## src/rtl/dcache_fill.sv

```systemverilog
// dcache_fill: moves whole cache lines between the nibble-serial data cache and a nibble-wide memory port.
// Optional burst watchdog: define DCACHE_FILL_TIMEOUT_EN.
module dcache_fill #(
    parameter int LINE_LENGTH = 4,
    parameter int PA          = 22,
    localparam int NNIB = 2 * LINE_LENGTH,
    localparam int OW   = $clog2(LINE_LENGTH),
    localparam int LW   = PA - OW,
    localparam int IW   = $clog2(NNIB),
    localparam int CW   = $clog2(NNIB) + 1
) (
    input  logic          clk,
    input  logic          reset,
    input  logic          start,
    input  logic          push,
    input  logic          pull,
    input  logic [LW-1:0] tag,
    input  logic [LW-1:0] victim,
    input  logic [3:0]    dwrite,
    output logic          rstrobe_d,
    output logic          wstrobe_d,
    output logic [3:0]    dread,
    output logic          busy,
    output logic          done,
    output logic          err,
    output logic          mem_req,
    output logic          mem_we,
    output logic [LW-1:0] mem_addr,
    output logic [3:0]    mem_wdata,
    input  logic [3:0]    mem_rdata,
    input  logic          mem_ack
);

    typedef enum logic [2:0] {
        IDLE,
        WB_GRAB,
        WB_SEND,
        GAP,
        FILL_RECV,
        FILL_PUT,
        DONE
    } state_t;

    state_t        state_q, state_d;
    logic [CW-1:0] cnt_q, cnt_d;
    logic [LW-1:0] tag_q, tag_d;
    logic [LW-1:0] victim_q, victim_d;
    logic          pull_q, pull_d;

    logic          rstb_q, rstb_d;
    logic          wstb_q, wstb_d;
    logic [3:0]    dread_q, dread_d;
    logic          busy_q, busy_d;
    logic          done_q, done_d;
    logic          mem_req_q, mem_req_d;
    logic          mem_we_q, mem_we_d;
    logic [LW-1:0] mem_addr_q, mem_addr_d;
    logic [3:0]    mem_wdata_q, mem_wdata_d;

    // One line of nibbles; both directions stage through here.
    logic [3:0]    line_buf [NNIB];
    logic          buf_we;
    logic [IW-1:0] buf_waddr;
    logic [3:0]    buf_wdata;
    logic          last_nib;

`ifdef DCACHE_FILL_TIMEOUT_EN
    logic [7:0]    wdog_q, wdog_d;
    logic          err_q, err_d;
`endif

    assign last_nib = (cnt_q == CW'(NNIB - 1));

    always_comb begin
        state_d   = state_q;
        cnt_d     = cnt_q;
        tag_d     = tag_q;
        victim_d  = victim_q;
        pull_d    = pull_q;
        done_d    = 1'b0;
        buf_we    = 1'b0;
        buf_waddr = cnt_q[IW-1:0];
        buf_wdata = dwrite;

        case (state_q)
            IDLE: begin
                if (start && push) begin
                    victim_d = victim;
                    tag_d    = tag;
                    pull_d   = pull;
                    state_d  = WB_GRAB;
                    cnt_d    = '0;
                end else if (start && pull) begin
                    tag_d   = tag;
                    pull_d  = 1'b1;
                    state_d = FILL_RECV;
                    cnt_d   = '0;
                end
            end
            WB_GRAB: begin
                buf_we    = 1'b1;
                buf_wdata = dwrite;
                if (last_nib) begin
                    state_d = WB_SEND;
                    cnt_d   = '0;
                end else begin
                    cnt_d = cnt_q + CW'(1);
                end
            end
            WB_SEND: begin
                if (mem_ack) begin
                    if (last_nib) begin
                        cnt_d = '0;
                        if (pull_q) begin
                            state_d = GAP;
                        end else begin
                            state_d = DONE;
                            done_d  = 1'b1;
                        end
                    end else begin
                        cnt_d = cnt_q + CW'(1);
                    end
                end
            end
            GAP: begin
                state_d = FILL_RECV;
                cnt_d   = '0;
            end
            FILL_RECV: begin
                if (mem_ack) begin
                    buf_we    = 1'b1;
                    buf_wdata = mem_rdata;
                    if (last_nib) begin
                        state_d = FILL_PUT;
                        cnt_d   = '0;
                    end else begin
                        cnt_d = cnt_q + CW'(1);
                    end
                end
            end
            FILL_PUT: begin
                if (last_nib) begin
                    state_d = DONE;
                    done_d  = 1'b1;
                    cnt_d   = '0;
                end else begin
                    cnt_d = cnt_q + CW'(1);
                end
            end
            DONE: begin
                state_d = IDLE;
                cnt_d   = '0;
            end
            default: begin
                state_d = IDLE;
                cnt_d   = '0;
            end
        endcase

`ifdef DCACHE_FILL_TIMEOUT_EN
        // Counts stalled burst cycles; the burst is abandoned as the count reaches 255.
        err_d  = 1'b0;
        wdog_d = (mem_req_q && !mem_ack) ? wdog_q + 8'd1 : 8'd0;
        if (mem_req_q && !mem_ack && (wdog_q == 8'd254)) begin
            state_d = IDLE;
            cnt_d   = '0;
            err_d   = 1'b1;
            wdog_d  = 8'd0;
        end
`endif

        // Outputs are registered, so they are derived from the state being entered.
        busy_d      = (state_d != IDLE);
        rstb_d      = (state_d == WB_GRAB);
        wstb_d      = (state_d == FILL_PUT);
        mem_req_d   = (state_d == WB_SEND) || (state_d == FILL_RECV);
        mem_we_d    = (state_d == WB_SEND);
        mem_addr_d  = (state_d == WB_SEND)   ? victim_d :
                      (state_d == FILL_RECV) ? tag_d    : '0;
        mem_wdata_d = (state_d == WB_SEND)  ? line_buf[cnt_d[IW-1:0]] : 4'h0;
        dread_d     = (state_d == FILL_PUT) ? line_buf[cnt_d[IW-1:0]] : 4'h0;
    end

    always_ff @(posedge clk) begin
        if (reset) begin
            state_q     <= IDLE;
            cnt_q       <= '0;
            tag_q       <= '0;
            victim_q    <= '0;
            pull_q      <= 1'b0;
            rstb_q      <= 1'b0;
            wstb_q      <= 1'b0;
            dread_q     <= 4'h0;
            busy_q      <= 1'b0;
            done_q      <= 1'b0;
            mem_req_q   <= 1'b0;
            mem_we_q    <= 1'b0;
            mem_addr_q  <= '0;
            mem_wdata_q <= 4'h0;
`ifdef DCACHE_FILL_TIMEOUT_EN
            wdog_q      <= 8'd0;
            err_q       <= 1'b0;
`endif
        end else begin
            state_q     <= state_d;
            cnt_q       <= cnt_d;
            tag_q       <= tag_d;
            victim_q    <= victim_d;
            pull_q      <= pull_d;
            rstb_q      <= rstb_d;
            wstb_q      <= wstb_d;
            dread_q     <= dread_d;
            busy_q      <= busy_d;
            done_q      <= done_d;
            mem_req_q   <= mem_req_d;
            mem_we_q    <= mem_we_d;
            mem_addr_q  <= mem_addr_d;
            mem_wdata_q <= mem_wdata_d;
`ifdef DCACHE_FILL_TIMEOUT_EN
            wdog_q      <= wdog_d;
            err_q       <= err_d;
`endif
        end
    end

    always_ff @(posedge clk) begin
        if (buf_we) begin
            line_buf[buf_waddr] <= buf_wdata;
        end
    end

    assign rstrobe_d = rstb_q;
    assign wstrobe_d = wstb_q;
    assign dread     = dread_q;
    assign busy      = busy_q;
    assign done      = done_q;
    assign mem_req   = mem_req_q;
    assign mem_we    = mem_we_q;
    assign mem_addr  = mem_addr_q;
    assign mem_wdata = mem_wdata_q;
`ifdef DCACHE_FILL_TIMEOUT_EN
    assign err = err_q;
`else
    assign err = 1'b0;
`endif

endmodule

```

## config.mk

```make
export PLATFORM = sky130hd
export DESIGN_NAME = dcache_fill
export DESIGN_NICKNAME = d
export VERILOG_FILES = /design/src/rtl/dcache_fill.sv
export SDC_FILE = /design/constraint.sdc
export NUM_CORES = 1
export LEC_CHECK = 0
export CAP_MARGIN = 20
export CELL_PAD_IN_SITES_DETAIL_PLACEMENT = 2
export CELL_PAD_IN_SITES_GLOBAL_PLACEMENT = 2
export CORE_MARGIN = 2
export CORE_UTILIZATION = 33
export DETAILED_ROUTE_END_ITERATION = 6
export GPL_ROUTABILITY_DRIVEN = 0
export HOLD_SLACK_MARGIN = 0.08
export PLACE_DENSITY = 0.81
export SETUP_SLACK_MARGIN = 0.05
export SYNTH_ARGS = -nofsm -noshare
export SYNTH_HDL_FRONTEND = slang
export SYNTH_SLANG_ARGS = --single-unit
```

## constraint.sdc

```tcl
create_clock -name clk -period 2.6 [get_ports clk]
set_input_delay 0.26 -clock clk [delete_from_list [all_inputs] [get_ports clk]]
set_output_delay 0.26 -clock clk [all_outputs]
set_load 0.01 [all_outputs]
```

==> results.txt <==
- For this run, the leading register cell type out of synthesis is sky130_fd_sc_hd__dfxtp_1.
- During placement, the flow inserted port buffers numbering 87.
- First-pass GRT wire length: 22.6 mm
- The clock net in this run drives a total of 114 sinks.
- For this block, the routed nets add up to 14.5 mm of wire.
* Floorplan die height: 122 um
- Share of total power in the clock network: 49.8%
- The number of nets handed over by synthesis was 471.
- In this run the number of H-tree levels came out at 4.
* Maximum buffer depth of the clock tree: 2
* CTS Hold Bufs: 0
- Combinational cells account for 10.2% of the total power.
* Critical path endpoint category: flip-flop
- Total count of max-transition violations in the final report: 0
- Worst ir drop on vdd: 421 uV
- Sorting the synthesized cells by area gives the leading types as sky130_fd_sc_hd__dfxtp_1, sky130_fd_sc_hd__edfxtp_1, sky130_fd_sc_hd__mux2i_1.
* Cell at the root of the clock tree: sky130_fd_sc_hd__clkbuf_16
* Power density over the cells: 758 nW/um2
- Area enclosed by the die boundary: 14900 um2
* Global route overflow: 0
* Adder-cell area share of the yosys netlist: 0.271%
* Synth Instances: 416
* Final Worst Setup Slack: 0.171 ns
- Later-pin clock latency in the skew report: 0.42 ns
- Syn Area/Cell: 11.1 um2
* Clock skew after layout: 0.00850 ns
- Hold Fails Final Rpt: 0
- Share of total power consumed by net switching: 23.3%
- At the end of the flow the core is filled with cells to 46.0%.
- The number of antenna diodes in the final layout is 0.
- The detailed router finished its first iteration with 132 violations.
* Maximum number of pins on one net before global-route repair: 91
- Summing the areas of all xor and xnor instances in the mapped netlist gives 0.380% of the synthesized area.
* Total routing usage reported by global routing: 20.6%
* Share of layout cells above drive strength 1: 13.1%
* Share of cell area taken by muxes after synthesis: 9.88%
* Library cell occupying the most area in the post-synthesis netlist: sky130_fd_sc_hd__dfxtp_1
- The pre-antenna-repair detailed-routing pass consisted of 4 iterations.
- Half-perimeter wire length of the detailed placement result: 9.47 mm
- During synthesis, Yosys emitted a total of 0 warnings.
- For this configuration, the core starts out at a cell density of 33.5%.
- Width of the die: 122 um
- Registers are responsible for 40.0% of the overall power.
- In this run, synthesis inferred 32 flip-flops with an integrated enable.
* Leakage: 0.00252 uW
* Antenna violations before repair: 0
* Post-route setup TNS: 0 ns
- After layout, the worst path uses 93.4% of the clock period.
- Leaving out fill and tap cells, the most frequent cell in the layout is sky130_fd_sc_hd__clkdlybuf4s50_1.
* Number of synthesized register bits: 114
- Dividing the detail-routed wire length by the instance count gives 20.7 um.
- Synth top area share: 35.6%
- Counting flops with an async set or reset pin after synthesis yields a share of 0%.
- OpenSTA, run right after detailed placement, puts the worst setup slack at -0.0402 ns.
* Proportion of synthesized chip area in sequential cells: 56.4%
* Number of standard-cell rows in the floorplan: 43
- Area added between synthesis and finish: 37.2%
- In the routed layout, each cell is associated on average with a via count of 5.23.
- # Max-Cap Violations: 0
- DRC errors left: 0
- Minimum period implied by the final worst setup slack: 2.43 ns
- TritonCTS built the clock tree.
- In this run the power spent charging and discharging nets is 1120 uW.
* Largest family of logic cells by synthesized area: compound AO/OA/AOI/OAI gates
* Combined area of all synthesized cells: 4610 um2
* Area of the core region: 13800 um2
- Worst-Margin Slew: 0.649 ns
- Derived from the worst setup path, the maximum achievable clock frequency is 412 MHz.
* Worst setup path category: reg -> reg
* Clock transition at the registers of the reported paths: 0.05 ns
- Antenna Nets Post-Route: 0
- The number of global-route vias before repair is 4064.
- Total power of the final layout: 4800 uW
- Worst endpoint data arrival time: 2.73 ns
- Clock buffer count from CTS: 17
- For the worst setup path, the data required time is 2.90 ns.
* Net count of the finished layout: 563
- In this run, distinct cell masters in the synthesized netlist total 53.
* Worst Hold Class: in -> reg
- After filler insertion, the fill cell instance count of the layout stands at 1430.
* Simple-gate area share of the yosys netlist: 13.2%
- Max transition margin: 56.3%
* Fin Hold WS: 0.321 ns
* Final number of setup-violating endpoints: 0
- Type of origin of the critical path: flip-flop
- Commonest non-fill, non-tap cells in the layout: sky130_fd_sc_hd__clkdlybuf4s50_1, sky130_fd_sc_hd__dfxtp_1, sky130_fd_sc_hd__nor2_1, sky130_fd_sc_hd__mux2i_1, sky130_fd_sc_hd__edfxtp_1
- The number of setup buffers added after CTS is 0.
- Along the worst path, the maximum fanout reaches 17.
- Outcome: completed
* Cell-internal power: 3680 uW
- 89 I/O pins were placed.
- Across all layers, the routed design uses 3667 vias.
* Compound-Gate Fraction of Synth Area: 14.2%
==> through the flow <==
stage	cells	cell area, um2
6_report	701	6330
3_5_place_dp	669	5690
4_1_cts	701	6300
3_3_place_gp	669	5690
2_1_floorplan	416	4610
5_1_grt	701	6330
==> worst max-delay path, cell delays in order (launching register included) <==
cell	delay, ns
sky130_fd_sc_hd__dfxtp_1	0.34
sky130_fd_sc_hd__ha_1	0.20
sky130_fd_sc_hd__and3b_1	0.32
sky130_fd_sc_hd__nor2_2	0.06
sky130_fd_sc_hd__buf_4	0.21
sky130_fd_sc_hd__a22o_4	0.31
sky130_fd_sc_hd__a2111oi_1	0.55
sky130_fd_sc_hd__nor4_2	0.14
sky130_fd_sc_hd__and2_1	0.19
==> power groups by stage <==
stage | Clock (uW) | Sequential, uW | Combinational, uW
CTS | 2420 | 1920 | 488
global route | 2500 | 1920 | 537
floorplan | 0 | 1950 | 284
detailed placement | 0 | 1950 | 477
finish | 2390 | 1920 | 491
global placement | 0 | 1950 | 448
==> area by class of cell <==
cell class              instances  area, um2  share of cell area (%)
inverters                      20       75.1                    1.19
clock inverters                 8       95.1                    1.50
multi-input cells             249       1780                    28.1
repair buffers                106       1030                    16.3
clock buffers                  24        514                    8.12
well taps                     180        225                    3.56
flip-flops and latches        114       2610                    41.2
==> state kept, by name (all words and copies together) (netlist names) <==
signal     cells
busy           1
cnt_q          4
done           1
dread          4
line_buf      32
mem_addr      20
mem_req        1
mem_wdata      4
mem_we         1
pull_q         1
rstrobe_d      1
state_q        3
tag_q         20
victim_q      20
wstrobe_d      1
==> cells by family (layout without fill, tap and decap cells) <==
logic type | Yosys count | count (layout)
buffers and inverters | 53 | 158
and+or+nand+nor | 120 | 120
xor gates and xnor gates | 2 | 2
other | 1 | 1
adders and majority gates | 1 | 1
AOI/OAI and AO/OA | 80 | 80
DFF | 114 | 114
muxes | 45 | 45
==> synthesized netlist by cell type, drive strengths merged, types with 3 or more instances <==
master	count
dfxtp	82
nor2	57
mux2i	41
edfxtp	32
buf	20
inv	20
o31ai	20
or3	18
a221oi	16
clkbuf	13
a2111oi	12
and2	8
nor4	6
and3	5
nand2b	5
nor3	5
a211oi	4
a21oi	4
a22oi	4
mux2	4
nand2	4
o21ai	4
a22o	3
a31oi	3
nand3	3
nand3b	3
==> routing by layer <==
metal  GRT usage, %  wire length (um)
met1           22.3              5700
met2           35.7              7470
met3           7.06               858
met4           9.99               456
met5              0                 0
==> what timing repair did <==
item                       CTS  global route
pin swaps                    0             1
setup endpoints to repair    3             8
gates resized for setup      2            11
==> worst paths after layout <==
check        slack [ns]     endpoint  depth (start not counted)        start
max                0.17     dread[2]                          8     cnt_q[1]
min                0.32  victim_q[2]                          3        reset
max reg2reg        0.17     dread[2]                          8     cnt_q[1]
min reg2reg        0.49  victim_q[6]                          2  victim_q[6]
Power figures use the tool's default switching activity.
